## src/rtl/adc_seq_ctrl.sv

```systemverilog
// adc_seq_ctrl: conversion sequencer for the FRIDA ADC array.
//
// It generates the INIT/SAMP/COMP/UPDATE phase strobes for N_ADC converters.
// Each phase length is programmable. The block captures N_BITS comparator
// decisions per enabled channel. It then drains {channel, word} results
// through a small FIFO with a valid/ready handshake.
//
// Ports
//   clk, rst            clock, asynchronous active-high reset
//   cfg_t_*             phase lengths in cycles (0 behaves as 1)
//   cfg_en              channel enable mask
//   cfg_mode            0 = single conversion, 1 = continuous
//   start, abort        start request (IDLE only), terminate activity
//   comp_in             comparator decisions, one per ADC
//   seq_*               registered phase strobes
//   busy, done          not-IDLE flag, completion pulse (last DRAIN cycle)
//   res_valid/ready     result handshake; res_chan/res_data = FIFO head

// Per-channel decision shift register.
module adc_seq_lane #(
    parameter int N_BITS = 16
) (
    input  logic              clk,
    input  logic              rst,
    input  logic              i_clr,
    input  logic              i_cap,
    input  logic              i_comp,
    output logic [N_BITS-1:0] o_word
);
    logic [N_BITS-1:0] r_word;

    generate
        if (N_BITS == 1) begin : g_one
            always_ff @(posedge clk or posedge rst) begin
                if (rst)        r_word <= '0;
                else if (i_clr) r_word <= '0;
                else if (i_cap) r_word <= i_comp;
            end
        end else begin : g_multi
            // First decision shifts up to the MSB.
            always_ff @(posedge clk or posedge rst) begin
                if (rst)        r_word <= '0;
                else if (i_clr) r_word <= '0;
                else if (i_cap) r_word <= {r_word[N_BITS-2:0], i_comp};
            end
        end
    endgenerate

    assign o_word = r_word;
endmodule

module adc_seq_ctrl #(
    parameter int N_ADC      = 16,
    parameter int N_BITS     = 16,
    parameter int CNT_W      = 8,
    parameter int FIFO_DEPTH = 4,
    parameter int CH_W       = $clog2(N_ADC)
) (
    input  logic              clk,
    input  logic              rst,
    input  logic [CNT_W-1:0]  cfg_t_init,
    input  logic [CNT_W-1:0]  cfg_t_samp,
    input  logic [CNT_W-1:0]  cfg_t_comp,
    input  logic [CNT_W-1:0]  cfg_t_update,
    input  logic [N_ADC-1:0]  cfg_en,
    input  logic              cfg_mode,
    input  logic              start,
    input  logic              abort,
    input  logic [N_ADC-1:0]  comp_in,
    output logic              seq_init,
    output logic              seq_samp,
    output logic              seq_cmp,
    output logic              seq_logic,
    output logic              busy,
    output logic              done,
    output logic              res_valid,
    input  logic              res_ready,
    output logic [CH_W-1:0]   res_chan,
    output logic [N_BITS-1:0] res_data
);
    localparam int BIT_W = (N_BITS > 1) ? $clog2(N_BITS) : 1;
    localparam int AW    = $clog2(FIFO_DEPTH);
    localparam int EW    = CH_W + N_BITS;

    typedef enum logic [2:0] {
        S_IDLE, S_INIT, S_SAMP, S_COMP, S_UPDATE, S_DRAIN
    } state_t;

    state_t r_state, w_next;

    logic [CNT_W-1:0] r_t_init, r_t_samp, r_t_comp, r_t_upd;
    logic [N_ADC-1:0] r_en;
    logic             r_mode;
    logic [CNT_W-1:0] r_cnt, w_len;
    logic [BIT_W-1:0] r_bit;
    logic [CH_W-1:0]  r_ptr;
    logic             w_last, w_latch, w_cap, w_push_req, w_ptr_adv, w_done;
    logic             r_seq_init, r_seq_samp, r_seq_cmp, r_seq_logic, r_busy;

    logic [N_ADC-1:0][N_BITS-1:0] w_word;

    logic [EW-1:0]    r_mem [FIFO_DEPTH];
    logic [AW-1:0]    r_wp, r_rp;
    logic [AW:0]      r_count;
    logic             w_full, w_push, w_pop;
    logic [EW-1:0]    w_head, w_push_data;

    // Length of the current phase; a programmed 0 still lasts one cycle.
    always_comb begin
        w_len = r_t_init;
        case (r_state)
            S_SAMP:   w_len = r_t_samp;
            S_COMP:   w_len = r_t_comp;
            S_UPDATE: w_len = r_t_upd;
            default:  w_len = r_t_init;
        endcase
    end
    assign w_last = (w_len == '0) || (r_cnt == w_len - CNT_W'(1));

    always_comb begin
        w_next     = r_state;
        w_latch    = 1'b0;
        w_cap      = 1'b0;
        w_push_req = 1'b0;
        w_ptr_adv  = 1'b0;
        w_done     = 1'b0;
        case (r_state)
            S_IDLE: begin
                if (start && (cfg_en != '0)) begin
                    w_next  = S_INIT;
                    w_latch = 1'b1;
                end
            end
            S_INIT:   if (w_last) w_next = S_SAMP;
            S_SAMP:   if (w_last) w_next = S_COMP;
            S_COMP: begin
                w_cap = w_last;
                if (w_last) w_next = S_UPDATE;
            end
            S_UPDATE: begin
                if (w_last)
                    w_next = (r_bit == BIT_W'(N_BITS - 1)) ? S_DRAIN : S_COMP;
            end
            S_DRAIN: begin
                // Enabled channels wait for FIFO room; disabled ones skip.
                if (r_en[r_ptr]) begin
                    w_push_req = 1'b1;
                    w_ptr_adv  = ~w_full;
                end else begin
                    w_ptr_adv  = 1'b1;
                end
                if (w_ptr_adv && (r_ptr == CH_W'(N_ADC - 1))) begin
                    w_done = 1'b1;
                    // Continue only while the live mode bit is still set, so
                    // clearing cfg_mode stops after the drain in progress.
                    if (r_mode && cfg_mode) begin
                        w_next  = S_INIT;
                        w_latch = 1'b1;
                    end else begin
                        w_next  = S_IDLE;
                    end
                end
            end
            default: w_next = S_IDLE;
        endcase
        if (abort && (r_state != S_IDLE)) begin
            w_next     = S_IDLE;
            w_latch    = 1'b0;
            w_cap      = 1'b0;
            w_push_req = 1'b0;
            w_ptr_adv  = 1'b0;
            w_done     = 1'b0;
        end
    end

    always_ff @(posedge clk or posedge rst) begin
        if (rst) begin
            r_state     <= S_IDLE;
            r_cnt       <= '0;
            r_bit       <= '0;
            r_ptr       <= '0;
            r_t_init    <= '0;
            r_t_samp    <= '0;
            r_t_comp    <= '0;
            r_t_upd     <= '0;
            r_en        <= '0;
            r_mode      <= 1'b0;
            r_seq_init  <= 1'b0;
            r_seq_samp  <= 1'b0;
            r_seq_cmp   <= 1'b0;
            r_seq_logic <= 1'b0;
            r_busy      <= 1'b0;
        end else begin
            r_state <= w_next;
            r_cnt   <= (w_next != r_state) ? '0 : r_cnt + CNT_W'(1);
            if (w_latch) begin
                r_t_init <= cfg_t_init;
                r_t_samp <= cfg_t_samp;
                r_t_comp <= cfg_t_comp;
                r_t_upd  <= cfg_t_update;
                r_en     <= cfg_en;
                r_mode   <= cfg_mode;
                r_bit    <= '0;
            end else if ((r_state == S_UPDATE) && (w_next == S_COMP)) begin
                r_bit <= r_bit + BIT_W'(1);
            end
            if ((w_next == S_DRAIN) && (r_state != S_DRAIN)) r_ptr <= '0;
            else if (w_ptr_adv)                             r_ptr <= r_ptr + CH_W'(1);
            // Strobes come from the next state so they change on the edge.
            r_seq_init  <= (w_next == S_INIT);
            r_seq_samp  <= (w_next == S_SAMP);
            r_seq_cmp   <= (w_next == S_COMP);
            r_seq_logic <= (w_next == S_UPDATE);
            r_busy      <= (w_next != S_IDLE);
        end
    end

    generate
        for (genvar i = 0; i < N_ADC; i++) begin : g_lane
            adc_seq_lane #(.N_BITS(N_BITS)) u_lane (
                .clk    (clk),
                .rst    (rst),
                .i_clr  (w_latch),
                .i_cap  (w_cap & r_en[i]),
                .i_comp (comp_in[i]),
                .o_word (w_word[i])
            );
        end
    endgenerate

    // Result FIFO; push is gated by the pre-pop full flag.
    assign w_full      = (r_count == (AW+1)'(FIFO_DEPTH));
    assign w_push      = w_push_req & ~w_full;
    assign res_valid   = (r_count != '0);
    assign w_pop       = res_valid & res_ready;
    assign w_push_data = {r_ptr, w_word[r_ptr]};
    assign w_head      = r_mem[r_rp];

    always_ff @(posedge clk or posedge rst) begin
        if (rst) begin
            r_wp    <= '0;
            r_rp    <= '0;
            r_count <= '0;
            for (int k = 0; k < FIFO_DEPTH; k++) r_mem[k] <= '0;
        end else begin
            if (w_push) begin
                r_mem[r_wp] <= w_push_data;
                r_wp        <= r_wp + AW'(1);
            end
            if (w_pop) r_rp <= r_rp + AW'(1);
            case ({w_push, w_pop})
                2'b10:   r_count <= r_count + (AW+1)'(1);
                2'b01:   r_count <= r_count - (AW+1)'(1);
                default: r_count <= r_count;
            endcase
        end
    end

    assign res_chan  = res_valid ? w_head[EW-1:N_BITS] : '0;
    assign res_data  = res_valid ? w_head[N_BITS-1:0]  : '0;
    assign seq_init  = r_seq_init;
    assign seq_samp  = r_seq_samp;
    assign seq_cmp   = r_seq_cmp;
    assign seq_logic = r_seq_logic;
    assign busy      = r_busy;
    assign done      = w_done;
endmodule

```

## config.mk

```make
export PLATFORM = sky130hd
export DESIGN_NAME = adc_seq_ctrl
export DESIGN_NICKNAME = d
export VERILOG_FILES = /design/src/rtl/adc_seq_ctrl.sv
export SDC_FILE = /design/constraint.sdc
export NUM_CORES = 1
export LEC_CHECK = 0
export CORE_UTILIZATION = 60
export DETAILED_ROUTE_END_ITERATION = 8
export PLACE_DENSITY = 0.76
export SYNTH_ARGS = -nofsm -noshare
export SYNTH_HDL_FRONTEND = slang
export SYNTH_HIERARCHICAL = 1
export SYNTH_SLANG_ARGS = --single-unit
export TNS_END_PERCENT = 1
```

## constraint.sdc

```tcl
create_clock -name clk -period 13.8 [get_ports clk]
set_clock_uncertainty 0.05 [all_clocks]
set_input_delay 2.07 -clock clk [delete_from_list [all_inputs] [get_ports clk]]
set_output_delay 2.07 -clock clk [all_outputs]
set_load 0.01 [all_outputs]
```

# Word-level counts from Yosys, hierarchy flattened
# Cells that the tools add are included.
# op_classes
add_sub_neg	8
multipliers	0
div_mod_pow	0
magnitude_cmp	4
eq_ne	18
shift	0
muxes	78
bitwise	21
reduce_logical	33
# ops
op	count
two-way mux 16 bit	34
bitwise mux 80 bit	1
binary-select mux 16 bit (select 4 bit)	1
two-way mux 20 bit	3
binary-select mux 20 bit (select 2 bit)	1
demux 20 bit (select 2 bit)	1
nonzero test 2 bit	19
two-way mux 3 bit	8
one-hot mux 8 bit (3 select lines)	1
two-way mux 4 bit	5
AND 1 bit	18
two-way mux 1 bit	18
one-hot mux 3 bit (6 select lines)	1
nonzero test 16 bit	1
equality test 3 bit (second input constant)	5
equality test 3 x 2 -> 1 bit (second input constant)	4
nonzero test 3 bit	3
adder 4 x 1 -> 4 bit (second input constant)	2
adder 8 x 1 -> 8 bit (second input constant)	1
equality test 4 bit (second input constant)	2
equality test 8 bit	1
logical NOT 8 bit	1
two-way mux 8 bit	1
subtractor 8 x 1 -> 8 bit (second input constant)	1
other kinds (19)	29
# totals
register_bits	416
latch_bits	0
ram_bits	0
rom_bits	0
input_bits	70
out_inout_bits	27
word_cells	200
memories	0

# Longest topological paths before layout
# depth
ltp_word	12
ltp_mapped	20

# By module
# Netlist, hierarchy kept.
# modules_own_cells
mod	n_inst	cells_per_inst	area_per_inst_um2	seq_area_each_um2
adc_seq_lane	16	53	664.4	400.4
adc_seq_ctrl	1	814	10012.1	4003.8

# Worst setup path after synthesis
# Ideal clock, no wire load.
# synth_timing
path_kind	input to output
from	input port abort
to	output port done
arrival_time_ns	2.562
t_required_ns	11.680
slack_ns	9.118
cell_stages	2
cell_sequence	clkbuf_1 nor3b_1
# synth_via
elab_chain_cells	2
# synth_rtl
element	line	rtl
start, declared	68	input logic abort,
logical AND 1 bit	166	if (abort && (r_state != S_IDLE)) begin
two-way mux 1 bit	166	
end, declared	75	output logic done,
# Every way passes these cells.

# Worst setup path in the final report
# layout_timing
from	register r_state[2]
to	register g_lane[0].u_lane.r_word[4]
# layout_via
elab_chain_cells	9
word_cells_on_any_way	19
cone_classes	1 x add/sub; 5 x eq/ne; 6 x mux; 1 x bitwise; 6 x reduce/logical
# layout_rtl
element	line	rtl
start, declared	89	state_t r_state, w_next;
start signal, assigned	194	r_state <= w_next;
equality test 3 bit, or another cell as far along	111	case (r_state)
one-hot mux 8 bit (3 select lines)	111	
subtractor 8 x 1 -> 8 bit	118	assign w_last = (w_len == '0) || (r_cnt == w_len - CNT_W'(1));
equality test 8 bit	118	
logical OR 1 bit	118	
two-way mux 1 bit	127	case (r_state)
two-way mux 1 bit	166	
AND 1 bit	224	.i_cap (w_cap & r_en[i]),
nonzero test 2 bit (no line)	-	
end signal, assigned	44	else if (i_cap) r_word <= {r_word[N_BITS-2:0], i_comp};
end, declared	30	logic [N_BITS-1:0] r_word;
# Several ways; a longest one is shown, not always the timed one.
# A chain may end at the register's enable or synchronous reset.

==> results.json <==
{
  "min_to": "r_t_comp[4]",
  "fin_crit_sh_pct": 43.8,
  "synth_edf_count": 0,
  "cts_buffers": 44,
  "ir_drop_mv": 0.154,
  "coreArea_um2": 33700,
  "synth_cell_types": 70,
  "path_max_fanout": 23,
  "yosysSeqAreaShare_pct": 50.4,
  "drive_gt1_share_pct": 17.7,
  "grt_start_max_net_pins": 124,
  "dieArea_um2": 35100,
  "ys_seq_elements": 416,
  "synth_warnings": 6,
  "final_nets": 1773,
  "avgSynthCellArea_um2": 12.4,
  "pin_count": 97,
  "dp.cells": 2095,
  "min_period_ps": 6040,
  "p_clk_share_pct": 34.7,
  "end_kind": "flip-flop",
  "reg2reg_setup_slack_ps": 7760,
  "drt_iter0_drc": 820,
  "place.gp.congestion": 0.828,
  "maxCapViolCount": 0,
  "detail-route-antenna-nets": 0,
  "via_per_inst": 5.99,
  "clk_pin_slew_ps": 60,
  "internal_power_mw": 2.43,
  "drv_slew": 0,
  "worst-setup-path-type": "flip-flop to flip-flop",
  "track_usage_pct": 27.2,
  "die_height_um": 187,
  "finalSetupTns_ps": 0,
  "grt_pass1_wl_um": 74900,
  "finish.utilization_pct": 68.0,
  "dieWidth_um": 187,
  "p_comb_share_pct": 25.6,
  "cts_sinks": 416,
  "syn_area_um2": 20600,
  "n_antenna_cell": 0,
  "grt_pass1_vias": 13736,
  "cts_htree_levels": 2,
  "insertion_delay_ps": 570,
  "ctsHoldBuffers": 0,
  "cp.arrival_ps": 6400,
  "p_leak_nw": 10.3,
  "ctsResizeCount": 0,
  "post_drt_wl_per_cell_um": 21.1,
  "power_mw": 3.58,
  "rr_startpoint": "r_state[2]",
  "worstHoldPathType": "flip-flop to flip-flop",
  "whs_ps": 426,
  "rsz0062_at_grt": "false",
  "required_ps": 14160,
  "synth_fp_nets": 1742,
  "hold_depth": 2,
  "r2r_end": "g_lane[0].u_lane/o_word[4]",
  "setup_viol": 0,
  "n_fill_cell": 2468,
  "drcViolationCount": 0,
  "finalInstanceArea_um2": 22900,
  "p_sw_mw": 1.16,
  "p_sw_share_pct": 32.3,
  "worst_slack_ps": 7760,
  "cts_root_buf": "clkbuf_16",
  "relSlewSlack_pct": 22.3,
  "fin_cells": 2176,
  "cts_max_path_buffers": 3,
  "fmax_mhz": 166,
  "seq_power_share_pct": 39.7,
  "tightest_slew_ps": 1170,
  "power_density_nw_per_um2": 156,
  "drt-total-wl_um": 46000,
  "placementRows": 67,
  "area_delta_synth_final_pct": 11.1,
  "cts_setup_buffers": 0,
  "postSynthCellCount": 1662,
  "grt_overflow": 0,
  "start_util_pct": 61.3,
  "status": "complete, no violations",
  "antenna_found_initial": 0,
  "dr.pass1.iters": 5,
  "hold_viol": 0,
  "dp_hpwl_um": 30000,
  "place_ws_ps": 7300,
  "rr_worst_depth": 13,
  "place_area_um2": 21400,
  "portBuffers": 96,
  "synthFlopType": "dfrtp_1",
  "worst_hold_startpoint": "r_t_comp[4]",
  "vias": 13038,
  "ys_async_sr_fraction_pct": 100,
  "cts_tree": "yes",
  "cp-start-kind": "flip-flop"
}
==> Yosys cell counts, types with 6 or more instances <==
library cell | instances | area share [%]
nand2b_1 | 6 | 0.18
buf_6 | 17 | 0.93
nor2_1 | 272 | 4.9
and2_1 | 40 | 1.2
xnor2_1 | 17 | 0.72
dfrtp_1 | 416 | 50
buf_1 | 25 | 0.45
a211oi_2 | 9 | 0.55
mux2i_1 | 266 | 13
mux4_2 | 105 | 11
clkbuf_1 | 43 | 0.78
inv_1 | 27 | 0.49
nor2b_1 | 6 | 0.18
a21oi_1 | 7 | 0.17
nand2_1 | 165 | 3.0
ha_1 | 9 | 0.55
nor4_1 | 7 | 0.21
buf_12 | 16 | 1.6
nand3_1 | 10 | 0.24
mux2_2 | 83 | 4.5
buf_2 | 21 | 0.51
xor2_1 | 11 | 0.47
==> state kept, by name (all words and copies together) (netlist names), 2 cells and up <==
register and cells:
r_wp 2, r_state 3, r_en 16, r_bit 4, r_rp 2, g_lane.u_lane/o_word 256
r_t_upd 8, r_cnt 8, r_ptr 4, r_t_init 8, r_t_comp 8, r_mem 80
r_t_samp 8, r_count 3
==> power groups by stage <==
| stage | combinational, mW | clock (mW) | sequential [mW] |
|---|---|---|---|
| after floorplan | 0.759 | 0 | 1.39 |
| after global placement | 0.893 | 0 | 1.44 |
| after detailed placement | 0.918 | 0 | 1.44 |
| after CTS | 0.923 | 1.27 | 1.42 |
| after global routing | 1.00 | 1.31 | 1.44 |
| final | 0.916 | 1.24 | 1.42 |
==> worst max-delay path by stage <==
stage,from,to,slack [ps],cells past startpoint
floorplan,rst,busy,7360,1
detailed placement,cfg_en[7],g_lane[8].u_lane/o_word[0],7300,11
global route,r_state[2],g_lane[1].u_lane/o_word[0],7290,14
CTS,r_state[2],g_lane[0].u_lane/o_word[4],7730,13
finish,r_state[2],g_lane[0].u_lane/o_word[4],7760,13
global placement,cfg_en[0],g_lane[15].u_lane/o_word[1],7440,11
==> cells in the final DEF (no fill, tap or decap), types with 6 or more instances in the layout <==
| cell | count |
|---|---|
| a211oi_2 | 9 |
| a21oi_1 | 7 |
| and2_1 | 40 |
| buf_4 | 13 |
| bufinv_16 | 7 |
| clkbuf_1 | 11 |
| clkbuf_16 | 44 |
| clkdlybuf4s50_1 | 96 |
| clkinv_2 | 9 |
| dfrtp_1 | 414 |
| ha_1 | 9 |
| inv_1 | 26 |
| mux2_2 | 83 |
| mux2i_1 | 266 |
| mux4_2 | 105 |
| nand2_1 | 165 |
| nand2b_1 | 6 |
| nand3_1 | 10 |
| nor2_1 | 272 |
| nor2b_1 | 6 |
| nor4_1 | 7 |
| xnor2_1 | 17 |
| xor2_1 | 11 |
==> area by class of cell <==
type                    count  area, um^2  share of cell area [%]
flip-flops and latches    416       10400                    45.4
multi-input cells        1093        9230                    40.3
clock buffers              60        1210                    5.28
repair buffers            109        1060                    4.62
well taps                 448         561                    2.45
clock inverters            21         322                    1.40
inverters                  29         124                   0.540
==> critical path, stage by stage (launching register included) <==
cell,delay [ps]
dfrtp_1,910
nor3b_4,790
o2bb2ai_1,340
a21oi_1,170
ha_1,310
xnor2_1,260
xnor2_1,170
nand3_1,170
a2111oi_4,510
o211ai_2,170
nor3_2,620
and2_1,970
mux2i_1,320
nor2_1,80
==> cells by family (layout without fill, tap and decap cells) <==
group	after synthesis	after routing	synth area share, %
simple gates	541	541	11.4
mux	454	454	28.9
flops	416	416	50.4
buf+inv	153	219	4.84
compound gates	60	60	2.60
xor+xnor	28	28	1.19
fa+ha+maj	10	10	0.643
==> per-layer routing <==
layer,track usage [%],up-vias,share of wire [%]
li1,-,5854,-
met1,36.3,6775,43
met2,45.4,320,50
met3,3.92,89,4.2
met4,10.4,0,3.2
met5,0,-,0
Power figures use the tool's default switching activity.
